==> src/rtl/uart_alu_pkg.sv <==
// Shared types and constants for the UART-driven ALU frame sequencer.
package uart_alu_pkg;

    localparam logic [3:0] SYNC_NIBBLE = 4'hA;

    typedef logic [3:0] opcode_t;

    typedef enum logic [2:0] {
        IDLE      = 3'd0,
        GET_A     = 3'd1,
        GET_B     = 3'd2,
        ISSUE     = 3'd3,
        WAIT_DONE = 3'd4,
        RESPOND   = 3'd5
    } seq_state_t;

endpackage

==> src/rtl/uart_alu_sequencer_if.sv <==
// Byte-stream, ALU and status bundle between the sequencer and its environment.
interface uart_alu_sequencer_if;
    import uart_alu_pkg::*;

    logic       rx_valid;
    logic [7:0] rx_data;
    opcode_t    alu_op;
    logic [7:0] alu_a;
    logic [7:0] alu_b;
    logic       alu_start;
    logic       alu_done;
    logic [7:0] alu_result;
    logic       res_valid;
    logic [7:0] res_data;
    logic       busy;
    logic       frame_err;
    logic       overrun;

    modport master (
        input  rx_valid, rx_data, alu_done, alu_result,
        output alu_op, alu_a, alu_b, alu_start, res_valid, res_data,
               busy, frame_err, overrun
    );

    modport slave (
        output rx_valid, rx_data, alu_done, alu_result,
        input  alu_op, alu_a, alu_b, alu_start, res_valid, res_data,
               busy, frame_err, overrun
    );

endinterface

==> src/rtl/seq_timeout_counter.sv <==
// Clear/enable counter that flags expiry on the LIMIT-th enabled cycle.
module seq_timeout_counter #(
    parameter int LIMIT = 64
) (
    input  logic clk,
    input  logic rst_n,
    input  logic clear,
    input  logic enable,
    output logic expire
);
    localparam int W = $clog2(LIMIT + 1);
    localparam logic [W-1:0] LAST = W'(LIMIT - 1);

    logic [W-1:0] cnt;

    always_ff @(posedge clk) begin
        if (!rst_n || clear) begin
            cnt <= '0;
        end else if (enable) begin
            cnt <= cnt + 1'b1;
        end
    end

    // Expiry is not masked by clear so a same-cycle byte cannot rescue a stale frame.
    assign expire = enable && (cnt == LAST);

endmodule

==> src/rtl/uart_alu_sequencer.sv <==
// Collects {A,op}/A/B byte frames, launches the ALU, and returns the result
// with gap, sync, ALU-timeout and overrun reporting.
module uart_alu_sequencer
    import uart_alu_pkg::*;
#(
    parameter int CLOCK_FREQ  = 50000000,
    parameter int BAUD_RATE   = 115200,
    parameter int GAP_BITS    = 30,
    parameter int ALU_TIMEOUT = 64
) (
    input  logic                   clk,
    input  logic                   rst_n,
    uart_alu_sequencer_if.master   bus
);
    localparam int CLKS_PER_BIT = CLOCK_FREQ / BAUD_RATE;
    localparam int GAP_LIMIT    = CLKS_PER_BIT * GAP_BITS;

    seq_state_t state, state_nx;
    opcode_t    op_q, op_nx;
    logic [7:0] a_q, a_nx, b_q, b_nx, res_q, res_nx;
    logic       ferr_q, ferr_nx, ovr_q, ovr_nx;
    logic       in_get, in_alu, gap_exp, alu_exp;

    assign in_get = (state == GET_A) || (state == GET_B);
    assign in_alu = (state == ISSUE) || (state == WAIT_DONE);

    seq_timeout_counter #(.LIMIT(GAP_LIMIT)) u_gap (
        .clk    (clk),
        .rst_n  (rst_n),
        .clear  (!in_get || bus.rx_valid),
        .enable (in_get),
        .expire (gap_exp)
    );

    // Counts from the ISSUE cycle so expiry lands ALU_TIMEOUT cycles after alu_start.
    seq_timeout_counter #(.LIMIT(ALU_TIMEOUT)) u_alu (
        .clk    (clk),
        .rst_n  (rst_n),
        .clear  (!in_alu),
        .enable (in_alu),
        .expire (alu_exp)
    );

    always_ff @(posedge clk) begin
        if (!rst_n) begin
            state  <= IDLE;
            op_q   <= '0;
            a_q    <= '0;
            b_q    <= '0;
            res_q  <= '0;
            ferr_q <= 1'b0;
            ovr_q  <= 1'b0;
        end else begin
            state  <= state_nx;
            op_q   <= op_nx;
            a_q    <= a_nx;
            b_q    <= b_nx;
            res_q  <= res_nx;
            ferr_q <= ferr_nx;
            ovr_q  <= ovr_nx;
        end
    end

    always_comb begin
        state_nx = state;
        op_nx    = op_q;
        a_nx     = a_q;
        b_nx     = b_q;
        res_nx   = res_q;
        ferr_nx  = 1'b0;
        ovr_nx   = 1'b0;
        case (state)
            IDLE: begin
                if (bus.rx_valid) begin
                    if (bus.rx_data[7:4] == SYNC_NIBBLE) begin
                        op_nx    = bus.rx_data[3:0];
                        state_nx = GET_A;
                    end else begin
                        ferr_nx = !ferr_q;
                    end
                end
            end
            GET_A: begin
                if (gap_exp) begin
                    ferr_nx  = !ferr_q;
                    state_nx = IDLE;
                end else if (bus.rx_valid) begin
                    a_nx     = bus.rx_data;
                    state_nx = GET_B;
                end
            end
            GET_B: begin
                if (gap_exp) begin
                    ferr_nx  = !ferr_q;
                    state_nx = IDLE;
                end else if (bus.rx_valid) begin
                    b_nx     = bus.rx_data;
                    state_nx = ISSUE;
                end
            end
            ISSUE: begin
                ovr_nx   = bus.rx_valid && !ovr_q;
                state_nx = WAIT_DONE;
            end
            WAIT_DONE: begin
                ovr_nx = bus.rx_valid && !ovr_q;
                if (bus.alu_done) begin
                    res_nx   = bus.alu_result;
                    state_nx = RESPOND;
                end else if (alu_exp) begin
                    ferr_nx  = !ferr_q;
                    state_nx = IDLE;
                end
            end
            RESPOND: begin
                ovr_nx   = bus.rx_valid && !ovr_q;
                state_nx = IDLE;
            end
            default: state_nx = IDLE;
        endcase
    end

    assign bus.alu_op    = op_q;
    assign bus.alu_a     = a_q;
    assign bus.alu_b     = b_q;
    assign bus.alu_start = (state == ISSUE);
    assign bus.res_valid = (state == RESPOND);
    assign bus.res_data  = res_q;
    assign bus.busy      = (state != IDLE);
    assign bus.frame_err = ferr_q;
    assign bus.overrun   = ovr_q;

endmodule

==> src/flat_wrapper.sv <==
// flat-port wrapper written by rule: the top's interface ports become plain ports
module uart_alu_sequencer_flat import uart_alu_pkg::*;
#(
    parameter int CLOCK_FREQ  = 50000000,
    parameter int BAUD_RATE   = 115200,
    parameter int GAP_BITS    = 30,
    parameter int ALU_TIMEOUT = 64
)
  (clk, rst_n, bus_rx_valid, bus_rx_data, bus_alu_done, bus_alu_result, bus_alu_op, bus_alu_a, bus_alu_b, bus_alu_start, bus_res_valid, bus_res_data, bus_busy, bus_frame_err, bus_overrun);
  uart_alu_sequencer_if bus_i ();
  input  logic clk;
  input  logic rst_n;
  input wire logic [$bits(bus_i.rx_valid)-1:0] bus_rx_valid;
  input wire logic [$bits(bus_i.rx_data)-1:0] bus_rx_data;
  input wire logic [$bits(bus_i.alu_done)-1:0] bus_alu_done;
  input wire logic [$bits(bus_i.alu_result)-1:0] bus_alu_result;
  output wire logic [$bits(bus_i.alu_op)-1:0] bus_alu_op;
  output wire logic [$bits(bus_i.alu_a)-1:0] bus_alu_a;
  output wire logic [$bits(bus_i.alu_b)-1:0] bus_alu_b;
  output wire logic [$bits(bus_i.alu_start)-1:0] bus_alu_start;
  output wire logic [$bits(bus_i.res_valid)-1:0] bus_res_valid;
  output wire logic [$bits(bus_i.res_data)-1:0] bus_res_data;
  output wire logic [$bits(bus_i.busy)-1:0] bus_busy;
  output wire logic [$bits(bus_i.frame_err)-1:0] bus_frame_err;
  output wire logic [$bits(bus_i.overrun)-1:0] bus_overrun;
  assign bus_i.rx_valid = bus_rx_valid;
  assign bus_i.rx_data = bus_rx_data;
  assign bus_i.alu_done = bus_alu_done;
  assign bus_i.alu_result = bus_alu_result;
  assign bus_alu_op = bus_i.alu_op;
  assign bus_alu_a = bus_i.alu_a;
  assign bus_alu_b = bus_i.alu_b;
  assign bus_alu_start = bus_i.alu_start;
  assign bus_res_valid = bus_i.res_valid;
  assign bus_res_data = bus_i.res_data;
  assign bus_busy = bus_i.busy;
  assign bus_frame_err = bus_i.frame_err;
  assign bus_overrun = bus_i.overrun;
  uart_alu_sequencer #(.CLOCK_FREQ(CLOCK_FREQ), .BAUD_RATE(BAUD_RATE), .GAP_BITS(GAP_BITS), .ALU_TIMEOUT(ALU_TIMEOUT)) u_core (.clk(clk), .rst_n(rst_n), .bus(bus_i));
endmodule
==> config.mk <==
export PLATFORM = sky130hd
export DESIGN_NAME = uart_alu_sequencer_flat
export DESIGN_NICKNAME = d
export VERILOG_FILES = /design/src/rtl/uart_alu_pkg.sv /design/src/rtl/uart_alu_sequencer_if.sv /design/src/rtl/seq_timeout_counter.sv /design/src/rtl/uart_alu_sequencer.sv /design/src/flat_wrapper.sv
export SDC_FILE = /design/constraint.sdc
export NUM_CORES = 1
export LEC_CHECK = 0
export CORE_AREA = 2 2 82 68
export DETAILED_ROUTE_END_ITERATION = 6
export DIE_AREA = 0 0 84 70
export PLACE_DENSITY_LB_ADDON = 0.12
export RECOVER_POWER = 50
export SYNTH_ARGS = -nofsm -noshare
export SYNTH_HDL_FRONTEND = slang
export SYNTH_HIERARCHICAL = 1
export SYNTH_SLANG_ARGS = --single-unit
==> constraint.sdc <==
create_clock -name clk -period 3.1 [get_ports clk]
set_input_delay 0.31 -clock clk [delete_from_list [all_inputs] [get_ports clk]]
set_output_delay 0.31 -clock clk [all_outputs]
set_load 0.005 [all_outputs]
==> results_dict.tcl <==
set metrics [dict create \
    yosysUniqueCellTypes 43 \
    drcViolationCount 0 \
    num_vias 2146 \
    die-area_um2 5880 \
    crit_type "flop to flop" \
    final_antenna_net_count 0 \
    synth_edf_count 0 \
    place_congestion 0.763 \
    grt_pass1_vias 1848 \
    finish.utilization 0.599 \
    switching_share 0.211 \
    ys_seq_elements 54 \
    wl_per_cell_um 13.8 \
    setup_viol 0 \
    hp-class "flop to flop" \
    cts_resized 0 \
    grt.total_usage 0.189 \
    multi_input_area_um2 1250 \
    outcome "finished clean" \
    finalNetCount 347 \
    mostFrequentLayoutCell "dfxtp_1" \
    cts_root_buffer "clkbuf_8" \
    synth_cells 279 \
    drt_iter0_markers 159 \
    clock_latency_ns 0.30 \
    crit_required_ns 3.35 \
    synth_seq_area_share 0.440 \
    antenna_found_initial 0 \
    p_sw_mw 0.261 \
    max_stage_delay_ns 0.68 \
    ff2ff_setup_slack_ns 0.46 \
    pwr-share-comb 0.055 \
    cts.clk_slew.worst_paths_ns 0.09 \
    grt_max_degree 34 \
    min_path_cells 1 \
    setup_tns_ns 0 \
    timing.rr.end "u_core/bus.frame_err" \
    routed_wl_um 5410 \
    async_reset_ff_frac 0 \
    std_cell_rows 24 \
    fp.coreArea_um2 5190 \
    portBuffers 52 \
    skew_ns 0.00213 \
    p_int_mw 0.972 \
    syn_to_final_growth_pct 26.7 \
    ctsHoldBuffers 0 \
    r2r_start "u_core/state[1]" \
    via_per_inst 5.49 \
    leakage_nw 1.07 \
    htreeDepth 2 \
    layout-drive-gt1-share 0.0521 \
    power_density_nw_per_um2 396 \
    drt_pre_antenna_iters 4 \
    cap_violations 0 \
    worstMarginPinSlew_ns 1.07 \
    end_kind "flop" \
    grt_pass1_wl_um 9080 \
    cts_buffers 5 \
    post-route-period-util 0.850 \
    clkPwrFrac 0.378 \
    ys.flop_type "dfxtp_1" \
    io_pins 53 \
    finalCriticalPeriod_ns 2.64 \
    fillCellCount 479 \
    r2r_cells 9 \
    seq_area_um2 1080 \
    antenna_cells 0 \
    cts_sinks 54 \
    globalRoute.totalOverflow 0 \
    initial_core_util 0.473 \
    critPathMaxFanout 20 \
    syn_area_um2 2450 \
    path_cells "nand2b_1 > a21oi_1 > nand2_1 > nor4b_1 > nor4bb_2 > buf_4 > clkinv_1 > o31ai_1 > o311a_1" \
    cts_setup_buffers 0 \
    rsz0062_at_grt "false" \
    fp.dieH_um 70 \
    min_to "u_core/bus.overrun" \
    drv_slew 0 \
    hpwl_um 3860 \
    critPathLaunchType "flop" \
    hold_viol_final 0 \
    pwr-share-seq 0.567 \
    worstPathArrival_ns 2.89 \
    hold_path.startpoint "u_core/bus.overrun" \
    cts_tree "done" \
    max-slew-margin-rel 0.288 \
    ys_warn_count 6 \
    final_cell_mix "dfxtp_1, dlygate4sd3_1, a21oi_1, nand3_1" \
    max_clock_freq_mhz 379 \
    die_w_um 84 \
    syn_area_per_cell_um2 8.80 \
    cp_slowest_cell "dfxtp_1" \
    synth_fp_nets 301 \
    ir_drop_mv 0.343 \
    clk_path_buf_depth 2 \
]
-- cell type report --
| cell class | instances | share of cell area |
|---|---|---|
| multi-input combinational | 197 | 0.402 |
| sequential | 54 | 0.348 |
| timing repair buffer | 57 | 0.177 |
| tap | 65 | 0.0261 |
| clock buffer | 6 | 0.0233 |
| clock inverter | 2 | 0.0121 |
| inverter | 10 | 0.0121 |
-- kinds of logic (layout without fill, tap and decap cells) --
kind of cell               count (synthesis)  in the layout  synth area share
AOI/OAI and AO/OA                         69             69             0.159
buffers and inverters                     28             75            0.0530
and+or+nand+nor                          106            106             0.260
adders and majority gates                  2              2            0.0102
muxes                                     12             12            0.0489
DFF                                       54             54             0.440
xor gates and xnor gates                   8              8            0.0285
-- metal layers --
layer	wire length, um	track usage	part of all wire
met5	0	0	0
met4	55	0.0538	0.010
met3	216	0.0461	0.040
met2	2330	0.268	0.43
met1	2810	0.284	0.52
-- worst max path at each step --
stage	from	to	slack (ns)	cells after the start
2_1_floorplan	u_core/state[0]	u_core/bus.frame_err	0.21	11
3_3_place_gp	u_core/state[0]	u_core/bus.alu_b[1]	0.56	9
3_5_place_dp	u_core/state[1]	u_core/bus.frame_err	0.44	9
4_1_cts	u_core/state[1]	u_core/bus.frame_err	0.38	9
5_1_grt	u_core/state[1]	u_core/bus.frame_err	0.07	9
6_report	u_core/state[1]	u_core/bus.frame_err	0.46	9
-- flip-flops by register name (all words and copies together), names as in the netlist --
register              count
u_core/bus.alu_op         4
u_core/state              3
u_core/bus.frame_err      1
u_core/bus.alu_b          8
u_core/u_gap/cnt         14
u_core/bus.overrun        1
u_core/bus.res_data       8
u_core/u_alu/cnt          7
u_core/bus.alu_a          8
-- power groups by stage --
stage,Combinational (mW),Sequential (mW),Clock (mW)
2_1_floorplan,0.0278,0.714,0
3_3_place_gp,0.0684,0.716,0
3_5_place_dp,0.0686,0.716,0
4_1_cts,0.0691,0.700,0.482
5_1_grt,0.0737,0.701,0.511
6_report,0.0677,0.700,0.466
-- synth_stat cells, types with 2 or more instances --
cell        n  area [um2]
dfxtp_1    54        1080
o21a_1      2        15.0
xnor2_1     3        26.3
clkbuf_1    8        30.0
buf_2       8        40.0
or4_1       4        30.0
nand3b_1    2        15.0
ha_1        2        25.0
nand2_1    13        48.8
nand3_1    23         115
or3_1       7        43.8
nand4_1     5        31.3
a21oi_1    30         150
nor3_1      3        15.0
inv_1       9        33.8
nand4bb_1   2        22.5
nor2_1     21        78.8
o21ai_1     8        40.0
mux2i_1    12         120
nor4_1      3        18.8
buf_6       2        22.5
nand2b_1    7        43.8
nor4bb_1    3        30.0
o21ai_0    18        90.1
xor2_1      5        43.8
a21o_1      2        15.0
or4b_1      3        30.0
o31ai_1     5        37.5
-- stage by stage --
step	hold slack, ns	std cells	setup slack [ns]	total power, mW	cell area [um2]
after floorplan	0.424	279	0.213	0.742	2450
final	0.437	391	0.464	1.23	3110
after detailed placement	0.428	383	0.436	0.785	3010
after global placement	0.424	383	0.556	0.784	3010
after global routing	0.486	391	0.0675	1.29	3110
after CTS	0.444	391	0.384	1.25	3120
-- critical path: cells and delay by family (launching register included) --
kind,cells,cell delay (ns)
buffers and inverters,2,0.46
AND/OR/NAND/NOR,4,0.76
AO/OA/AOI/OAI,3,0.69
flip-flops,1,0.68
Power figures use the tool's default switching activity.
